===== src/rtl/ecies_pkg.sv =====
// Shared types and constants for the ECIES hash-core arbiter.
// Client index map, FSM state encoding and a width helper.
package ecies_pkg;

    typedef enum logic [1:0] {
        ST_IDLE,
        ST_ISSUE,
        ST_WAIT,
        ST_DONE
    } state_t;

    localparam int CL_ENC_MAC = 0;
    localparam int CL_DEC_MAC = 1;
    localparam int CL_ENC_KDF = 2;
    localparam int CL_DEC_KDF = 3;

    function automatic int clog2(input int v);
        int r;
        r = 0;
        for (int i = 0; i < 31; i++) begin
            if ((1 << i) < v) r = i + 1;
        end
        return r;
    endfunction

endpackage


===== src/rtl/ecies_hash_arbiter_rr_picker.sv =====
// Combinational winner select over the pending vector.
// Round-robin from a pointer, or fixed lowest-index priority.
module rr_picker #(
    parameter int N       = 4,
    parameter int GW      = 2,
    parameter bit RR_MODE = 1'b1
) (
    input  logic [N-1:0]  i_pending,
    input  logic [GW-1:0] i_rr_ptr,
    output logic [GW-1:0] o_winner,
    output logic          o_found
);

    int w_base;
    int w_j;

    // Walk offsets high to low so the nearest pending index wins last
    always_comb begin
        o_found  = 1'b0;
        o_winner = '0;
        w_j      = 0;
        w_base   = RR_MODE ? int'(i_rr_ptr) : 0;
        for (int k = N - 1; k >= 0; k--) begin
            w_j = (w_base + k) % N;
            if (i_pending[w_j[GW-1:0]]) begin
                o_found  = 1'b1;
                o_winner = w_j[GW-1:0];
            end
        end
    end

endmodule


===== src/rtl/ecies_hash_arbiter.sv =====
// Shares one hash core among the ECIES MAC/KDF requesters.
// Buffers single-cycle requests, arbitrates, and guards with a watchdog.
module ecies_hash_arbiter
    import ecies_pkg::*;
#(
    parameter int NUM_CLIENTS    = 4,
    parameter int MSG_WIDTH      = 80,
    parameter int HASH_WIDTH     = 512,
    parameter bit RR_MODE        = 1'b1,
    parameter int TIMEOUT_CYCLES = 1024,
    localparam int GW            = clog2(NUM_CLIENTS)
) (
    input  logic                           clk,
    input  logic                           rst,
    input  logic [NUM_CLIENTS-1:0]         req_go,
    input  logic [NUM_CLIENTS*MSG_WIDTH-1:0] req_data,
    output logic [NUM_CLIENTS-1:0]         req_done,
    output logic                           req_err,
    output logic [HASH_WIDTH-1:0]          req_digest,
    output logic [NUM_CLIENTS-1:0]         req_overflow,
    output logic [GW-1:0]                  grant_id,
    output logic                           busy,
    input  logic                           hash_ready,
    output logic                           hash_go,
    output logic [MSG_WIDTH-1:0]           hash_msg,
    input  logic                           hash_done,
    input  logic [HASH_WIDTH-1:0]          hash_digest
);

    localparam int CW = (TIMEOUT_CYCLES > 2) ? clog2(TIMEOUT_CYCLES) : 1;
    localparam logic [CW-1:0] TO_LAST = CW'(TIMEOUT_CYCLES - 1);
    localparam logic [GW-1:0] LAST_ID = GW'(NUM_CLIENTS - 1);

    state_t                 r_state;
    state_t                 w_next;
    logic [NUM_CLIENTS-1:0] r_pend;
    logic [NUM_CLIENTS-1:0] r_ovf;
    logic [MSG_WIDTH-1:0]   r_buf [NUM_CLIENTS];
    logic [GW-1:0]          r_ptr;
    logic [GW-1:0]          r_gid;
    logic [CW-1:0]          r_cnt;
    logic                   r_err;
    logic [GW-1:0]          w_win;
    logic                   w_found;
    logic                   w_grant;
    logic                   w_timeout;

    rr_picker #(
        .N       (NUM_CLIENTS),
        .GW      (GW),
        .RR_MODE (RR_MODE)
    ) u_pick (
        .i_pending (r_pend),
        .i_rr_ptr  (r_ptr),
        .o_winner  (w_win),
        .o_found   (w_found)
    );

    assign w_grant   = (r_state == ST_IDLE) && w_found && hash_ready;
    assign w_timeout = (TIMEOUT_CYCLES != 0) && (r_cnt == TO_LAST);

    always_ff @(posedge clk) begin
        if (!rst) r_state <= ST_IDLE;
        else      r_state <= w_next;
    end

    always_comb begin
        w_next   = r_state;
        hash_go  = 1'b0;
        req_done = '0;
        req_err  = 1'b0;
        unique case (r_state)
            ST_IDLE: begin
                if (w_grant) w_next = ST_ISSUE;
            end
            ST_ISSUE: begin
                hash_go = 1'b1;
                w_next  = ST_WAIT;
            end
            ST_WAIT: begin
                if (hash_done || w_timeout) w_next = ST_DONE;
            end
            ST_DONE: begin
                req_done[r_gid] = 1'b1;
                req_err         = r_err;
                w_next          = ST_IDLE;
            end
        endcase
    end

    always_ff @(posedge clk) begin
        if (!rst) begin
            r_pend     <= '0;
            r_ovf      <= '0;
            r_ptr      <= '0;
            r_gid      <= '0;
            r_cnt      <= '0;
            r_err      <= 1'b0;
            hash_msg   <= '0;
            req_digest <= '0;
            for (int i = 0; i < NUM_CLIENTS; i++) r_buf[i] <= '0;
        end else begin
            for (int i = 0; i < NUM_CLIENTS; i++) begin
                if (req_go[i]) begin
                    if (r_pend[i]) begin
                        r_ovf[i] <= 1'b1;
                    end else begin
                        r_pend[i] <= 1'b1;
                        r_buf[i]  <= req_data[i*MSG_WIDTH +: MSG_WIDTH];
                    end
                end
            end
            // Granted client leaves the pending set, so it may queue again
            if (w_grant) begin
                r_pend[w_win] <= 1'b0;
                r_gid         <= w_win;
                hash_msg      <= r_buf[w_win];
            end
            if (r_state == ST_ISSUE) r_cnt <= '0;
            else if (r_state == ST_WAIT) r_cnt <= r_cnt + 1'b1;
            if (r_state == ST_WAIT) begin
                if (hash_done) begin
                    req_digest <= hash_digest;
                    r_err      <= 1'b0;
                end else if (w_timeout) begin
                    r_err <= 1'b1;
                end
            end
            if (r_state == ST_DONE) begin
                r_ptr <= (r_gid == LAST_ID) ? '0 : r_gid + 1'b1;
            end
        end
    end

    assign req_overflow = r_ovf;
    assign grant_id     = r_gid;
    assign busy         = (r_state != ST_IDLE);

endmodule


===== config.mk =====
export PLATFORM = sky130hd
export DESIGN_NAME = ecies_hash_arbiter
export DESIGN_NICKNAME = d
export VERILOG_FILES = /design/src/rtl/ecies_pkg.sv /design/src/rtl/ecies_hash_arbiter_rr_picker.sv /design/src/rtl/ecies_hash_arbiter.sv
export SDC_FILE = /design/constraint.sdc
export NUM_CORES = 2
export LEC_CHECK = 0
export ABC_AREA = 1
export ABC_CLOCK_PERIOD_IN_PS = 3800
export CAP_MARGIN = 10
export CORE_AREA = 3 3 567 569
export DETAILED_ROUTE_END_ITERATION = 7
export DIE_AREA = 0 0 570 572
export SLEW_MARGIN = 25
export SYNTH_ARGS = -nofsm -noshare
export SYNTH_HDL_FRONTEND = slang
export SYNTH_SLANG_ARGS = --single-unit
export TNS_END_PERCENT = 5

===== constraint.sdc =====
create_clock -name clk -period 3.8 [get_ports clk]
set_input_delay 0.38 -clock clk [delete_from_list [all_inputs] [get_ports clk]]
set_output_delay 0.38 -clock clk [all_outputs]
set_load 0.1 [all_outputs]

# Word-level counts from Yosys, hierarchy flattened
# Memory sizes are Yosys's and may differ from the RTL's. A register that Yosys moved wholly into a read port is not among the register bits.
# Index checks and enable logic that the tools add are counted.
dict set report op_classes {
  add_sub_neg 5
  order_cmp 8
  eq_ne 7
  n_mux 59
  bitwise 7
  n_reduce_logical 17
}
# operator count
set ops {}
lappend ops {{$mux W80} 4}
lappend ops {{$mux W1} 39}
lappend ops {{$lt A2 B3 Y1 const B} 6}
lappend ops {{$mux W2} 7}
lappend ops {{$reduce_and A2 Y1} 7}
lappend ops {{$add A10 B1 Y10 const B} 1}
lappend ops {{$eq A10 B10 Y1 const B} 1}
lappend ops {{$bmux W1 S2} 4}
lappend ops {{$mux W4} 2}
lappend ops {{$pmux W2 S4} 1}
lappend ops {{$eq A2 B2 Y1 const B} 3}
lappend ops {{$add A2 B1 Y2 const B} 2}
lappend ops {{$add A2 B2 Y2 const B} 2}
lappend ops {{$and A4 B4 Y4} 1}
lappend ops {{$demux W1 S2} 2}
lappend ops {{$ge A2 B1 Y1 const B} 2}
lappend ops {{$logic_and A1 B1 Y1} 4}
lappend ops {{$ne A2 B2 Y1 const B} 2}
lappend ops {{$not A4 Y4} 1}
lappend ops {{$or A1 B1 Y1} 4}
lappend ops {{$reduce_bool A2 Y1} 2}
lappend ops {{$eq A2 B1 Y1 const B} 1}
lappend ops {{$logic_not A2 Y1} 1}
lappend ops {{$reduce_or A2 Y1} 1}
lappend ops {{other kinds (3)} 3}
dict set report totals {
  regBits 537
  mem_bits_rw 320
  inputBits 840
  output_inout_bits 605
  word_cells 115
  mem_count 1
}
# memory depth word_bits rd rd_ports_with_merged_regs write_ports line_no
set mem_list {}
lappend mem_list {r_buf 4 80 1 1 4 ecies_hash_arbiter.sv:38} ;# logic [MSG_WIDTH-1:0] r_buf [NUM_CLIENTS];

# Longest topological paths before layout
dict set report logic_depth {
  ltp_word 14
  mapped_depth 16
  mapped_depth_nobuf 14
}

# By module
# Synthesis repeated with hierarchy kept, for this count alone.
dict set report unflattened {
  hier_cells 4307
  area_unflattened_um2 36542.5
}
# mod instances cells_each area_each_um2
set modules_own_cells {}
lappend modules_own_cells {ecies_hash_arbiter 1 4263 36327.3}
lappend modules_own_cells {rr_picker 1 44 215.2}

# Worst setup path after synthesis
# Ideal clock, no wire load.
dict set report synth_timing {
  kind {input to register}
  from {input port rst}
  to {memory r_buf[0][0] (enable)}
  setup_time_ns 0.794
  arrival_time_ns 2.453
  setup_slack_ns 0.553
  path_stages 4
  n_path_buf 3
  cell_sequence {clkbuf_1 > clkbuf_1 > clkbuf_1 > nand2_1}
}
# element line_no
set synth_rtl {}
lappend synth_rtl {{start: declaration} ecies_hash_arbiter.sv:14} ;# input logic rst,
lappend synth_rtl {{end: declaration} ecies_hash_arbiter.sv:38}

# Final worst setup path
dict set report layout_timing {
  from {register r_ptr[0]}
  to {register hash_msg[73], read port of r_buf}
}
dict set report layout_via {
  elab_chain_len 9
}
# element line_no
set layout_rtl {}
lappend layout_rtl {{start: declaration} ecies_hash_arbiter.sv:39} ;# logic [GW-1:0] r_ptr;
lappend layout_rtl {{start signal: assignment} ecies_hash_arbiter.sv:130} ;# r_ptr <= (r_gid == LAST_ID) ? '0 : r_gid + 1'b1;
lappend layout_rtl {{$add A2 B2 Y2} ecies_hash_arbiter_rr_picker.sv:24} ;# w_j = (w_base + k) % N;
lappend layout_rtl {{$bmux W1 S2} ecies_hash_arbiter_rr_picker.sv:25} ;# if (i_pending[w_j[GW-1:0]]) begin
lappend layout_rtl {{$mux W1 (implied by the code)} ecies_hash_arbiter_rr_picker.sv:25}
lappend layout_rtl {{$mux W1 (4 in series)} ecies_hash_arbiter_rr_picker.sv:25}
lappend layout_rtl {{$logic_and A1 B1 Y1 (2 in series)} ecies_hash_arbiter.sv:59} ;# assign w_grant = (r_state == ST_IDLE) && w_found && hash_ready;
lappend layout_rtl {{end: declaration} ecies_hash_arbiter.sv:25} ;# output logic [MSG_WIDTH-1:0] hash_msg,
# Parallel ways exist; a longest one is shown, timed or not. The select of a mux whose other input is x is not followed.
# A chain may end at the register's enable or synchronous reset.

==> results.sh <==
export IMPL_synth_area_top_cells="dfxtp_1 (33%), edfxtp_1 (25%), nor2_1 (15%), inv_1 (7.4%), o21ai_0 (6.9%)"
export IMPL_routedWlPerCell_um=28.1
export IMPL_power_density_nw_per_um2=802
export IMPL_fin_nets=6970
export IMPL_cts_buffer_depth=4
export IMPL_grt_max_degree=177
export IMPL_design_die_area_sq_um=326000
export IMPL_clk_pin_slew_worst_paths_ns=0.06
export IMPL_n_fill_cell=35620
export IMPL_synthArstFlopShare=0
export IMPL_clock_skew_final_ns=0.121
export IMPL_finalMaxSlewViolations=0
export IMPL_drt_iter0_drc=2839
export IMPL_std_cell_rows=207
export IMPL_synth_seq_cells=937
export IMPL_multiInputGateArea_sq_um=12000
export IMPL_start_kind="flip-flop"
export IMPL_drive_gt1_frac=0.108
export IMPL_yosysSeqAreaShare=0.580
export IMPL_die_y_um=572
export IMPL_setup_viol=0
export IMPL_grt_usage=0.172
export IMPL_clkSinkCount=937
export IMPL_path_cells="inv_1 -> nand2_1 -> nand3_1 -> nand2_1 -> inv_2 -> nand2_1 -> nand2_8 -> nand2_8 -> buf_4 -> nand2_1 -> nand3_1 -> nand3_1 -> nand2_1 -> inv_1"
export IMPL_ant_nets=0
export IMPL_final_cells=10475
export IMPL_viasPerCell=3.60
export IMPL_grt_overflow=0
export IMPL_critical_path_peak_fanout=66
export IMPL_ios=1445
export IMPL_antenna_found_initial=266
export IMPL_ir_drop_uv=432
export IMPL_io_buffers=1444
export IMPL_area_growth_syn_to_layout_pct=59.6
export IMPL_worstMarginPinSlew_ns=1.12
export IMPL_synthDistinctLibCells=28
export IMPL_ys_top_cells_by_count="nor2_1 (1530), inv_1 (745), dfxtp_1 (617)"
export IMPL_cpPeakStageDelay_ns=0.64
export IMPL_syn_area_sq_um=37900
export IMPL_period_share=0.814
export IMPL_hold_path_class="input pin to flip-flop"
export IMPL_critical_path_arrival_ns=3.86
export IMPL_firstDrtPassIters=5
export IMPL_synth_top_area_share=0.326
export IMPL_placedCellCount=10172
export IMPL_num_vias=37759
export IMPL_synth_edff_count=320
export IMPL_dp_hpwl_um=245000
export IMPL_worstSetupPathType="flip-flop to flip-flop"
export IMPL_synth_top_cell_by_area="dfxtp_1"
export IMPL_h_tree_depth=3
export IMPL_tns_ns=0
export IMPL_status="finished, final reports clean"
export IMPL_period_minus_slack_ns=3.09
export IMPL_yosysMostFrequentCell="nor2_1"
export IMPL_gp_congestion=0.891
export IMPL_critPathSlowestCell="dfxtp_1"
export IMPL_maxCapViolCount=0
export IMPL_grt_pass1_vias=35749
export IMPL_core_area_sq_um=317000
export IMPL_cts_tree="done"
export IMPL_fmax_mhz=323
export IMPL_yosys_warnings=0
export IMPL_grt_pass1_wl_um=368000
export IMPL_wirelength_um=294000
export IMPL_rsz0062_at_grt="no"
export IMPL_cts_root_buf="clkbuf_16"
export IMPL_worstPathRequired_ns=4.56
export IMPL_postSynthCellCount=4787
export IMPL_numCtsBuffers=124
export IMPL_place_area_sq_um=56200
export IMPL_cp_end_kind="flip-flop"
export IMPL_syn_nets=5637
export IMPL_post_cts_resized=0
export IMPL_crit_top_cell="nand2_1"
export IMPL_regArea_sq_um=22000
export IMPL_relSlewSlack=0.253
export IMPL_power_leakage_nw=25.0
export IMPL_start_util=0.119
export IMPL_drt_drc_violations_left=0
export IMPL_synth_top_flop_cell="dfxtp_1"
export IMPL_final_area_sq_um=60500
export IMPL_die_width_um=570
export IMPL_avgSynthCellArea_sq_um=7.91
export IMPL_clk_latency_ns=0.90
export IMPL_hold_violations=0
-- cell type report --
| cell class | count | share of cell area |
|---|---|---|
| clock buffers | 168 | 0.0572 |
| repair buffers | 1507 | 0.234 |
| multi-input cells | 2801 | 0.199 |
| diodes | 71 | 0.00294 |
| clock inverters | 62 | 0.0106 |
| inverters | 749 | 0.0468 |
| flip-flops and latches | 937 | 0.363 |
| well taps | 4180 | 0.0865 |
-- per-layer routing --
| metal | global-route usage | vias up | part of all wire |
|---|---|---|---|
| met3 | 0.123 | 587 | 0.16 |
| li1 | - | 17593 | - |
| met5 | 0.00353 | - | 0.0039 |
| met2 | 0.253 | 1833 | 0.42 |
| met1 | 0.189 | 17594 | 0.37 |
| met4 | 0.0697 | 152 | 0.041 |
-- final timing paths --
check | start | endpoint | slack [ns] | cells past startpoint
setup / recovery | r_ptr[0] | hash_msg[73] | 0.71 | 14
hold / removal | req_data[261] | r_buf[3][21] | 0.12 | 3
setup reg to reg | r_ptr[0] | hash_msg[73] | 0.71 | 14
hold reg to reg | r_cnt[7] | r_cnt[8] | 0.42 | 2
-- power by group --
| group | internal (mW) | switching, mW | total, mW |
|---|---|---|---|
| clock network | 6.94 | 5.12 | 12.1 |
| registers | 12.2 | 0.975 | 13.2 |
| logic | 4.92 | 18.3 | 23.2 |
| total | 24.1 | 24.4 | 48.5 |
-- critical path: cells and delay by family (launching register included) --
family        cells  cell delay, ns
buf+inv           4            0.63
flops             1            0.64
simple gates     10            1.59
-- flip-flops by register name (all words and copies together) (netlist names) --
| signal | cells |
|---|---|
| r_cnt | 10 |
| req_digest | 512 |
| grant_id | 2 |
| r_buf | 320 |
| hash_msg | 80 |
| r_state | 2 |
| req_overflow | 4 |
| r_err | 1 |
| r_pend | 4 |
| r_ptr | 2 |
-- kinds of logic after synthesis --
logic type | after synthesis | share of synthesized area
AO/OA/AOI/OAI | 542 | 0.0721
adder cells (fa/ha/maj) | 10 | 0.00330
XOR/XNOR | 1 | 0.000231
buffers and inverters | 1049 | 0.107
AND/OR/NAND/NOR | 2248 | 0.238
flip-flops | 937 | 0.580
-- timing repair --
action	CTS	global route
hold buffers	2	0
endpoints found under the hold margin	21	0
buffers inserted	0	0
setup endpoints to repair	0	0
-- cells in the final DEF (no fill, tap or decap), types with 14 or more instances in the layout --
cell type        count
a21oi_1             14
buf_12              27
buf_2               60
buf_4              361
clkbuf_1            25
clkbuf_16          124
clkbuf_8            19
clkdlybuf4s50_1   1055
clkinv_2            19
dfxtp_1            617
diode_2             71
edfxtp_1           320
inv_1              745
nand2_1            283
nand3_1            409
nor2_1            1530
o21ai_0            521
-- per-stage QoR --
stage	util	hold WS (ns)	power, mW	worst slack, ns
global placement	0.178	0.455	36.9	0.772
global route	0.190	0.0631	50.8	0.429
CTS	0.190	0.000218	49.3	0.706
floorplan	-	0.452	28.8	0.553
detailed placement	0.177	0.461	36.9	0.741
finish	0.191	0.118	48.5	0.708
No activity file was read; power rests on OpenSTA's default activity.
